==> src/rtl/flit_tx_arbiter.sv <==
`default_nettype none
// ============================================================================
// flit_tx_arbiter : round-robin, packet-locked arbiter that serialises flits
//                   MSB-first onto a UART byte handshake. Optional lock
//                   timeout enabled by defining FLIT_TX_TIMEOUT_EN.
// Revision 1.0
// ============================================================================
module flit_tx_arbiter #(
   parameter int NUM_REQ        = 4,
   parameter int FLIT_W         = 64,
   parameter int TIMEOUT_CYCLES = 1024
) (
   input  logic                       clk,
   input  logic                       reset,
   input  logic [NUM_REQ-1:0]         req_valid,
   input  logic [NUM_REQ*FLIT_W-1:0]  req_flit,
   output logic [NUM_REQ-1:0]         req_ready,
   output logic [7:0]                 uart_data,
   output logic                       uart_trigger,
   input  logic                       uart_full,
   output logic [$clog2(NUM_REQ)-1:0] grant_id,
   output logic                       locked,
   output logic                       busy,
   output logic                       pkt_done,
   output logic                       stray_err,
   output logic                       timeout
);

   localparam int BYTES = FLIT_W / 8;
   localparam int ID_W  = $clog2(NUM_REQ);
   localparam int SUM_W = ID_W + 1;
   localparam int IDX_W = (BYTES > 1) ? $clog2(BYTES) : 1;

   typedef enum logic [1:0] {
      S_IDLE = 2'd0,
      S_LOAD = 2'd1,
      S_SEND = 2'd2
   } state_t;

   state_t            state;
   logic [ID_W-1:0]   rr_ptr;
   logic [IDX_W-1:0]  byte_idx;
   logic [FLIT_W-1:0] shreg;
   logic              is_tail;

   logic [FLIT_W-1:0] flits [NUM_REQ];
   logic [ID_W-1:0]   pick;
   logic [ID_W-1:0]   cand;
   logic [ID_W-1:0]   sel;
   logic [ID_W-1:0]   next_ptr;
   logic [SUM_W-1:0]  sum;
   logic              any_valid;
   logic              take;
   logic              accept;
   logic [1:0]        sel_type;
   logic              has_head;
   logic              has_tail;
   logic              last_byte;

   for (genvar g = 0; g < NUM_REQ; g++) begin : g_unpack
      assign flits[g] = req_flit[g*FLIT_W +: FLIT_W];
   end

   // Descending scan: the smallest offset from rr_ptr is written last and wins.
   always_comb begin
      pick      = rr_ptr;
      any_valid = 1'b0;
      sum       = '0;
      cand      = '0;
      for (int k = NUM_REQ - 1; k >= 0; k--) begin
         sum = {1'b0, rr_ptr} + SUM_W'(k);
         if (sum >= SUM_W'(NUM_REQ)) begin
            sum = sum - SUM_W'(NUM_REQ);
         end
         cand = sum[ID_W-1:0];
         if (req_valid[cand]) begin
            pick      = cand;
            any_valid = 1'b1;
         end
      end
   end

   always_comb begin
      sel       = locked ? grant_id : pick;
      take      = (state == S_IDLE) && reset &&
                  (locked ? req_valid[grant_id] : any_valid);
      sel_type  = flits[sel][FLIT_W-1 -: 2];
      has_head  = ~(sel_type[1] ^ sel_type[0]);
      has_tail  = sel_type[1];
      accept    = take && (locked || has_head);
      next_ptr  = (pick == ID_W'(NUM_REQ - 1)) ? '0 : pick + 1'b1;
      last_byte = (byte_idx == IDX_W'(BYTES - 1));
   end

   assign req_ready    = take ? (NUM_REQ'(1) << sel) : '0;
   assign stray_err    = take && !locked && !has_head;
   assign uart_trigger = (state == S_SEND) && !uart_full;
   assign pkt_done     = uart_trigger && last_byte && is_tail;
   assign busy         = (state != S_IDLE) || locked;

`ifdef FLIT_TX_TIMEOUT_EN
   localparam int TO_W = $clog2(TIMEOUT_CYCLES + 1);

   logic [TO_W-1:0] to_cnt;
   logic            owner_idle;

   assign owner_idle = (state == S_IDLE) && locked && !req_valid[grant_id];
   assign timeout    = owner_idle && (to_cnt == TO_W'(TIMEOUT_CYCLES - 1));

   always_ff @(posedge clk or negedge reset) begin
      if (!reset) begin
         to_cnt <= '0;
      end else if (owner_idle) begin
         to_cnt <= timeout ? '0 : to_cnt + 1'b1;
      end else if (take) begin
         to_cnt <= '0;
      end
   end
`else
   logic [31:0] unused_timeout_cycles;

   assign unused_timeout_cycles = 32'(TIMEOUT_CYCLES);
   assign timeout               = 1'b0;
`endif

   always_ff @(posedge clk or negedge reset) begin
      if (!reset) begin
         state     <= S_IDLE;
         rr_ptr    <= '0;
         grant_id  <= '0;
         locked    <= 1'b0;
         is_tail   <= 1'b0;
         byte_idx  <= '0;
         shreg     <= '0;
         uart_data <= '0;
      end else begin
         case (state)
            S_IDLE: begin
               if (accept) begin
                  shreg    <= flits[sel];
                  is_tail  <= has_tail;
                  grant_id <= sel;
                  locked   <= 1'b1;
                  state    <= S_LOAD;
                  if (!locked) begin
                     rr_ptr <= next_ptr;
                  end
               end else if (timeout) begin
                  locked <= 1'b0;
               end
            end
            S_LOAD: begin
               byte_idx  <= '0;
               uart_data <= shreg[FLIT_W-1 -: 8];
               shreg     <= shreg << 8;
               state     <= S_SEND;
            end
            S_SEND: begin
               // uart_data already holds the byte being triggered; preload the next one.
               if (uart_trigger) begin
                  uart_data <= shreg[FLIT_W-1 -: 8];
                  shreg     <= shreg << 8;
                  byte_idx  <= byte_idx + 1'b1;
                  if (last_byte) begin
                     state    <= S_IDLE;
                     byte_idx <= '0;
                     if (is_tail) begin
                        locked <= 1'b0;
                     end
                  end
               end
            end
            default: begin
               state <= S_IDLE;
            end
         endcase
      end
   end

endmodule
`default_nettype wire
==> config.mk <==
export PLATFORM = sky130hd
export DESIGN_NAME = flit_tx_arbiter
export DESIGN_NICKNAME = d
export VERILOG_FILES = /design/src/rtl/flit_tx_arbiter.sv
export SDC_FILE = /design/constraint.sdc
export NUM_CORES = 1
export LEC_CHECK = 0
export ABC_CLOCK_PERIOD_IN_PS = 2200
export CAP_MARGIN = 0
export CORE_MARGIN = 2
export CORE_UTILIZATION = 30
export CTS_BUF_LIST = sky130_fd_sc_hd__clkbuf_2 sky130_fd_sc_hd__clkbuf_4 sky130_fd_sc_hd__clkbuf_8
export DETAILED_ROUTE_END_ITERATION = 7
export SLEW_MARGIN = 20
export SYNTH_ARGS = -nofsm -noshare
export SYNTH_HDL_FRONTEND = slang
export SYNTH_SLANG_ARGS = --single-unit
==> constraint.sdc <==
create_clock -name clk -period 2.2 [get_ports clk]
set_clock_uncertainty 0.05 [all_clocks]
set_input_delay 0.22 -clock clk [delete_from_list [all_inputs] [get_ports clk]]
set_output_delay 0.22 -clock clk [all_outputs]
set_load 0.1 [all_outputs]
==> results.cfg, run 1 <==
[power]
pwr-share-clk = 0.068
internal-power_mw = 11.4
p_leak_nw = 4.96
ir_drop_mv = 0.716
p_seq_frac = 0.153
p_per_area_nw_per_um2 = 1690
netSwitchingPower_mw = 7.66
sw_frac_of_total = 0.401
pwr-share-comb = 0.780

[place]
dpl_cell_area_um2 = 9960
dp_slack_ns = -0.797
portBuffers = 281
gp_congestion = 0.838
hpwlAfterDp_um = 16800

[floorplan]
die_area_um2 = 22100
die_height_um = 149
fp.coreArea_um2 = 20400
rows = 52
die_x_um = 149
start_util = 0.308
io_pins = 283

[min_path]
hp-class = in -> async

[synthesis]
synth_top_family_by_area = multiplexers
syn_inst = 553
syn_nets = 823
muxShareOfSynthArea = 0.387
ys_seq_elements = 83
yosys_warnings = 0
synth-simple-area-share = 0.0359
avgSynthCellArea_um2 = 11.3
syn_area_um2 = 6270
synth.distinct_cells = 48
synth_xor_xnor_area_share = 0.00699
synthAdderAreaFrac = 0.0140
synth-compound-area-share = 0.132
ys_seq_area_frac = 0.331

[sta]
setup_viol = 77
worst_pin_slew_ns = 0.775
fin_crit_ns = 2.66
slew_violations = 0
grt_setup_unrepaired = yes
hold_viol = 50
max-slew-margin-rel = 0.483
post-route-period-util = 1.21
fmax_ghz = 0.376
post-route-worst-setup-slack_ns = -0.459
holdWs_ns = -0.0405

[global_routing]
track_usage = 0.192
grt_pass1_vias = 6339
grt_overflow = 0
grt_pass1_wl_um = 33100
antenna_found_initial = 0
grt_max_degree = 84

[clock_tree]
cts_made_buffers = 9
clockBufferDepth = 2
h-tree-depth = 3
cts_tree = built
clkLatencyLatePin_ns = 0.38
clock-sinks = 83
clk_pin_slew_ns = 0.10
cts-root-buf = clkbuf_8

[finish]
antenna_cells = 0
layout_commonest_cell = clkdlybuf4s50_1
num-nets-final = 1188
drive_above_1_share = 0.324
design_area_um2 = 11300
fill_cells = 1699
post-route-util = 0.553
syn_to_final_growth_pct = 79.7
mostFrequentLayoutCells = clkdlybuf4s50_1 (258), mux2i_1 (110), buf_4 (81)

[setup_path]
path_class = reg -> reg
crit_required_ns = 2.42
cp-end-kind = register
path_max_fanout = 10
critPathArrivalTime_ns = 2.88
cp-start-kind = register

[route]
vias = 6041
drt-vias-per-instance = 5.06
drc_errors = 1
final_antenna_net_count = 0
drt_iter0_markers = 568
routed_wl_um = 23100
first_pass_iters = 8
routedWlPerCell_um = 19.4

[outcome]
outcome = complete, but fails checks
violations = DRC, hold timing, setup timing

[flow_run]
max_cap_viol_count = 0
## final timing paths
| path | from | to | slack, ns | cells after the start |
|---|---|---|---|---|
| max | grant_id[1] | shreg[27] | -0.46 | 9 |
| min | reset | shreg[3] | -0.04 | 2 |
| max reg2reg | grant_id[1] | shreg[27] | -0.46 | 9 |
| min reg2reg | uart_data[4] | uart_data[4] | 0.47 | 1 |
| max in group asynchronous | reset | locked | 1.54 | 2 |
| min in group clk | uart_data[4] | uart_data[4] | 0.47 | 1 |
## cells by family after synthesis
logic type | after synthesis
buffers and inverters | 115
adders and majority gates | 7
muxes | 209
xor gates and xnor gates | 5
other | 1
AOI/OAI and AO/OA | 93
and+or+nand+nor | 40
DFF | 83
## layer usage
metal,track usage,wire length [um],vias to the layer above
li1,-,-,2830
met1,0.239,9540,2943
met2,0.340,11900,236
met3,0.0298,1210,32
met4,0.0614,469,0
met5,0,0,-
## sequential cells by signal, indices dropped and copies added (netlist names)
name / cells
is_tail: 1
byte_idx: 3
grant_id: 2
uart_data: 8
shreg: 64
rr_ptr: 2
state: 2
locked: 1
## cells in the mapped netlist (all sizes together)
cell type,count,area share
nor3,1,0.00080
o221a,1,0.0032
and2,1,0.0010
and2b,1,0.0014
nor3b,3,0.0036
mux2,78,0.18
a22oi,3,0.0036
mux2i,130,0.21
a41o,1,0.0016
a21o,1,0.0012
buf,27,0.039
or3,1,0.0010
inv,69,0.041
nand2b,3,0.0030
a21boi,1,0.0012
a222oi,56,0.089
dfrtp,83,0.33
conb,1,0.00060
nor4,1,0.0020
a21bo,1,0.0016
and3,3,0.0030
a31oi,2,0.0030
nand4,2,0.0020
or2,2,0.0020
nand2,6,0.0036
nand3,1,0.00080
a41oi,1,0.0014
nor2b,4,0.0040
o211ai,1,0.0020
ha,7,0.014
o21ai,7,0.0056
nor2,9,0.0054
o31ai,2,0.0024
or4,2,0.0024
a221oi,1,0.0014
clkbuf,19,0.011
xor2,4,0.0056
a211oi,1,0.0012
o22ai,12,0.012
a21oi,2,0.0016
xnor2,1,0.0014
mux4,1,0.0036
## repair_timing
item,in CTS,in global routing
gates cloned,2,11
resized for setup,28,74
buffers inserted,8,26
endpoints found under the setup margin,78,78
hold buffers,0,0
pin swaps,10,30
## metrics by stage
| step | setup TNS [ns] | power, mW | instances |
|---|---|---|---|
| 5_1_grt | -32.35 | 20.1 | 1193 |
| 3_5_place_dp | -55.44 | 15.0 | 1130 |
| 2_1_floorplan | -34.91 | 11.6 | 553 |
| 6_report | -26.81 | 19.1 | 1193 |
| 4_1_cts | -27.96 | 16.9 | 1156 |
| 3_3_place_gp | -54.12 | 14.8 | 1130 |
## final cells by class
class                           instances  area (um2)  area share
Clock inverter                          7         100     0.00889
Sequential cell                        83        2090       0.185
Tap cell                              270         338      0.0300
Multi-Input combinational cell        356        4060       0.361
Inverter                               69         265      0.0236
Timing Repair Buffer                  399        4290       0.381
Clock buffer                            9         124      0.0110
## power groups by stage
stage / combinational (mW) / clock [mW] / sequential, mW
after global routing: 15.7 / 1.38 / 3.00
after floorplan: 8.21 / 0 / 3.43
after detailed placement: 12.1 / 0 / 2.91
after CTS: 12.7 / 1.32 / 2.89
final: 14.9 / 1.29 / 2.91
after global placement: 11.9 / 0 / 2.90
## worst max-delay path, stage by stage (launching register included)
cell,delay (ns)
dfrtp_4,0.42
mux4_2,0.50
o221a_4,0.29
and3_4,0.15
a21o_1,0.16
a41o_4,0.27
buf_12,0.15
buf_12,0.12
buf_16,0.14
mux2_4,0.29
No activity file was read; power rests on OpenSTA's default activity.
==> run 2, diff against run 1 <==
Settings changed: ABC_CLOCK_PERIOD_IN_PS 2200 to not set.
==> results of run 2 <==
The final DEF is identical to that of run 1; final timing and power are the same.
==> run 3, diff against run 2 <==
Settings changed: RECOVER_POWER set to 25.
==> run 3 against run 2 <==
The flow finishes with violations (DRC, capacitance limit, slew limit, setup timing). Die area unchanged. Cell area hardly changed. Fmax about the same. Largest cell class unchanged.
==> results.cfg, run 3 (synthesized netlist as in run 1, its figures left out) <==
[setup_path]
crit_required_ns = 2.42
critPathArrivalTime_ns = 2.88
critPathMaxStageDelay_ns = 0.50
path_max_fanout = 10
r2r-start = grant_id[1]
crit_chain = mux4_2 > o221a_4 > and3_4 > a21o_1 > a41o_4 > buf_12 > buf_12 > buf_16 > mux2_4
critical_path.top_delay_family = multiplexers
r2r_cells = 9
r2r_setup_slack_ns = -0.46
crit_top_cell = buf_12
cp-end-kind = register
cp-start-kind = register
path_depth = 9
slowest_stage = mux4_2
cp_num_buf_inv = 3
reg2reg_to = shreg[27]
path_class = reg -> reg

[clock_tree]
h-tree-depth = 3
cts_tree = built
cts_made_buffers = 9
clk_pin_slew_ns = 0.09
cts-root-buf = clkbuf_8
clockBufferDepth = 2
clkLatencyLatePin_ns = 0.38
cts_hold_buf = 0
clock-sinks = 83

[floorplan]
fp.coreArea_um2 = 20400
die_x_um = 149
die_height_um = 149
start_util = 0.308
rows = 52
die_area_um2 = 22100
io_pins = 283

[finish]
final_cells = 1193
design_area_um2 = 11300
num-nets-final = 1188
layout_commonest_cell = clkdlybuf4s50_1
mostFrequentLayoutCells = clkdlybuf4s50_1 (258), mux2i_1 (110), buf_4 (80)
largest_register_ffs = 64
drive_above_1_share = 0.323
antenna_cells = 0
reg_top3 = shreg (64), uart_data (8), byte_idx (3)
post-route-util = 0.552
syn_to_final_growth_pct = 79.6
fill_cells = 1699
largest_register = shreg

[global_routing]
grt_max_degree = 84
grt_overflow = 0
track_usage = 0.192
grt_pass1_wl_um = 33100
grt_pass1_vias = 6339
antenna_found_initial = 0

[min_path]
hp-start = shreg[10]
hp-class = reg -> reg
hold_depth = 1
hold_end = shreg[10]

[route]
drt-vias-per-instance = 5.06
first_pass_iters = 8
routedWlPerCell_um = 19.4
final_antenna_net_count = 0
drc_errors = 10
vias = 6041
routed_wl_um = 23100
drt_iter0_markers = 588

[place]
place_inst = 1130
gp_congestion = 0.838
hpwlAfterDp_um = 16800
dpl_cell_area_um2 = 9960
dp_slack_ns = -0.797
portBuffers = 281

[sta]
setup-tns-final_ns = -27.03
fmax_ghz = 0.376
grt_setup_unrepaired = yes
setup_viol = 77
worst_pin_slew_ns = 1.89
hold_viol = 0
fin_crit_ns = 2.66
slew_violations = 84
post-route-period-util = 1.21
post-route-worst-setup-slack_ns = -0.459
max-slew-margin-rel = -0.260

[power]
p_per_area_nw_per_um2 = 1700
p_leak_nw = 4.96
ir_drop_mv = 0.718

[outcome]
outcome = complete, but fails checks
violations = DRC, capacitance limit, slew limit, setup timing

[flow_run]
max_cap_viol_count = 1
[run 3: changes by cell type in the layout (fill, tap and decap cells not counted)]
cell / delta
buf_2: +1
buf_4: -1
buf_6: -1
clkbuf_1: +1
[run 3: area by class of cell]
class / instances / area, um2 / share of cell area
Clock inverter: 7 / 100 / 0.00890
Inverter: 69 / 265 / 0.0236
Multi-Input combinational cell: 356 / 4060 / 0.361
Timing Repair Buffer: 399 / 4280 / 0.380
Sequential cell: 83 / 2090 / 0.186
Clock buffer: 9 / 124 / 0.0110
Tap cell: 270 / 338 / 0.0300
[run 3: report_power, final]
part / switching, mW / internal, mW / leakage, nW
clock network: 0.646 / 0.649 / 0.108
logic: 6.50 / 8.39 / 3.90
registers: 0.533 / 2.38 / 0.952
[run 3: layer usage]
metal,up-vias,GRT usage,share of wire
li1,2828,-,-
met1,2954,0.239,0.41
met2,235,0.340,0.52
met3,24,0.0298,0.052
met4,0,0.0614,0.017
met5,-,0,0
[run 3: what timing repair did]
item / in CTS / in global routing
pin swaps: 10 / 30
setup buffers: 8 / 26
cloned: 2 / 11
endpoints found under the setup margin: 78 / 78
gates resized for setup: 28 / 74
[run 3: worst reg2reg max path, stage by stage (launching register included)]
cell and delay [ns]:
dfrtp_4 0.42, mux4_2 0.50, o221a_4 0.29, and3_4 0.15, a21o_1 0.16, a41o_4 0.27, buf_12 0.15, buf_12 0.13
buf_16 0.15, mux2_4 0.30
[run 3: worst max path at each step]
stage	from	to
floorplan	grant_id[1]	shreg[0]
global placement	req_valid[2]	shreg[9]
detailed placement	req_valid[2]	shreg[9]
CTS	rr_ptr[0]	stray_err
global route	req_valid[2]	stray_err
finish	grant_id[1]	shreg[27]
[run 3: through the flow]
stage          power (mW)  hold WS (ns)
2_1_floorplan        11.6        -0.126
3_3_place_gp         14.8         0.446
3_5_place_dp         15.0         0.445
4_1_cts              16.9         0.133
5_1_grt              20.1         0.478
6_report             19.1         0.470
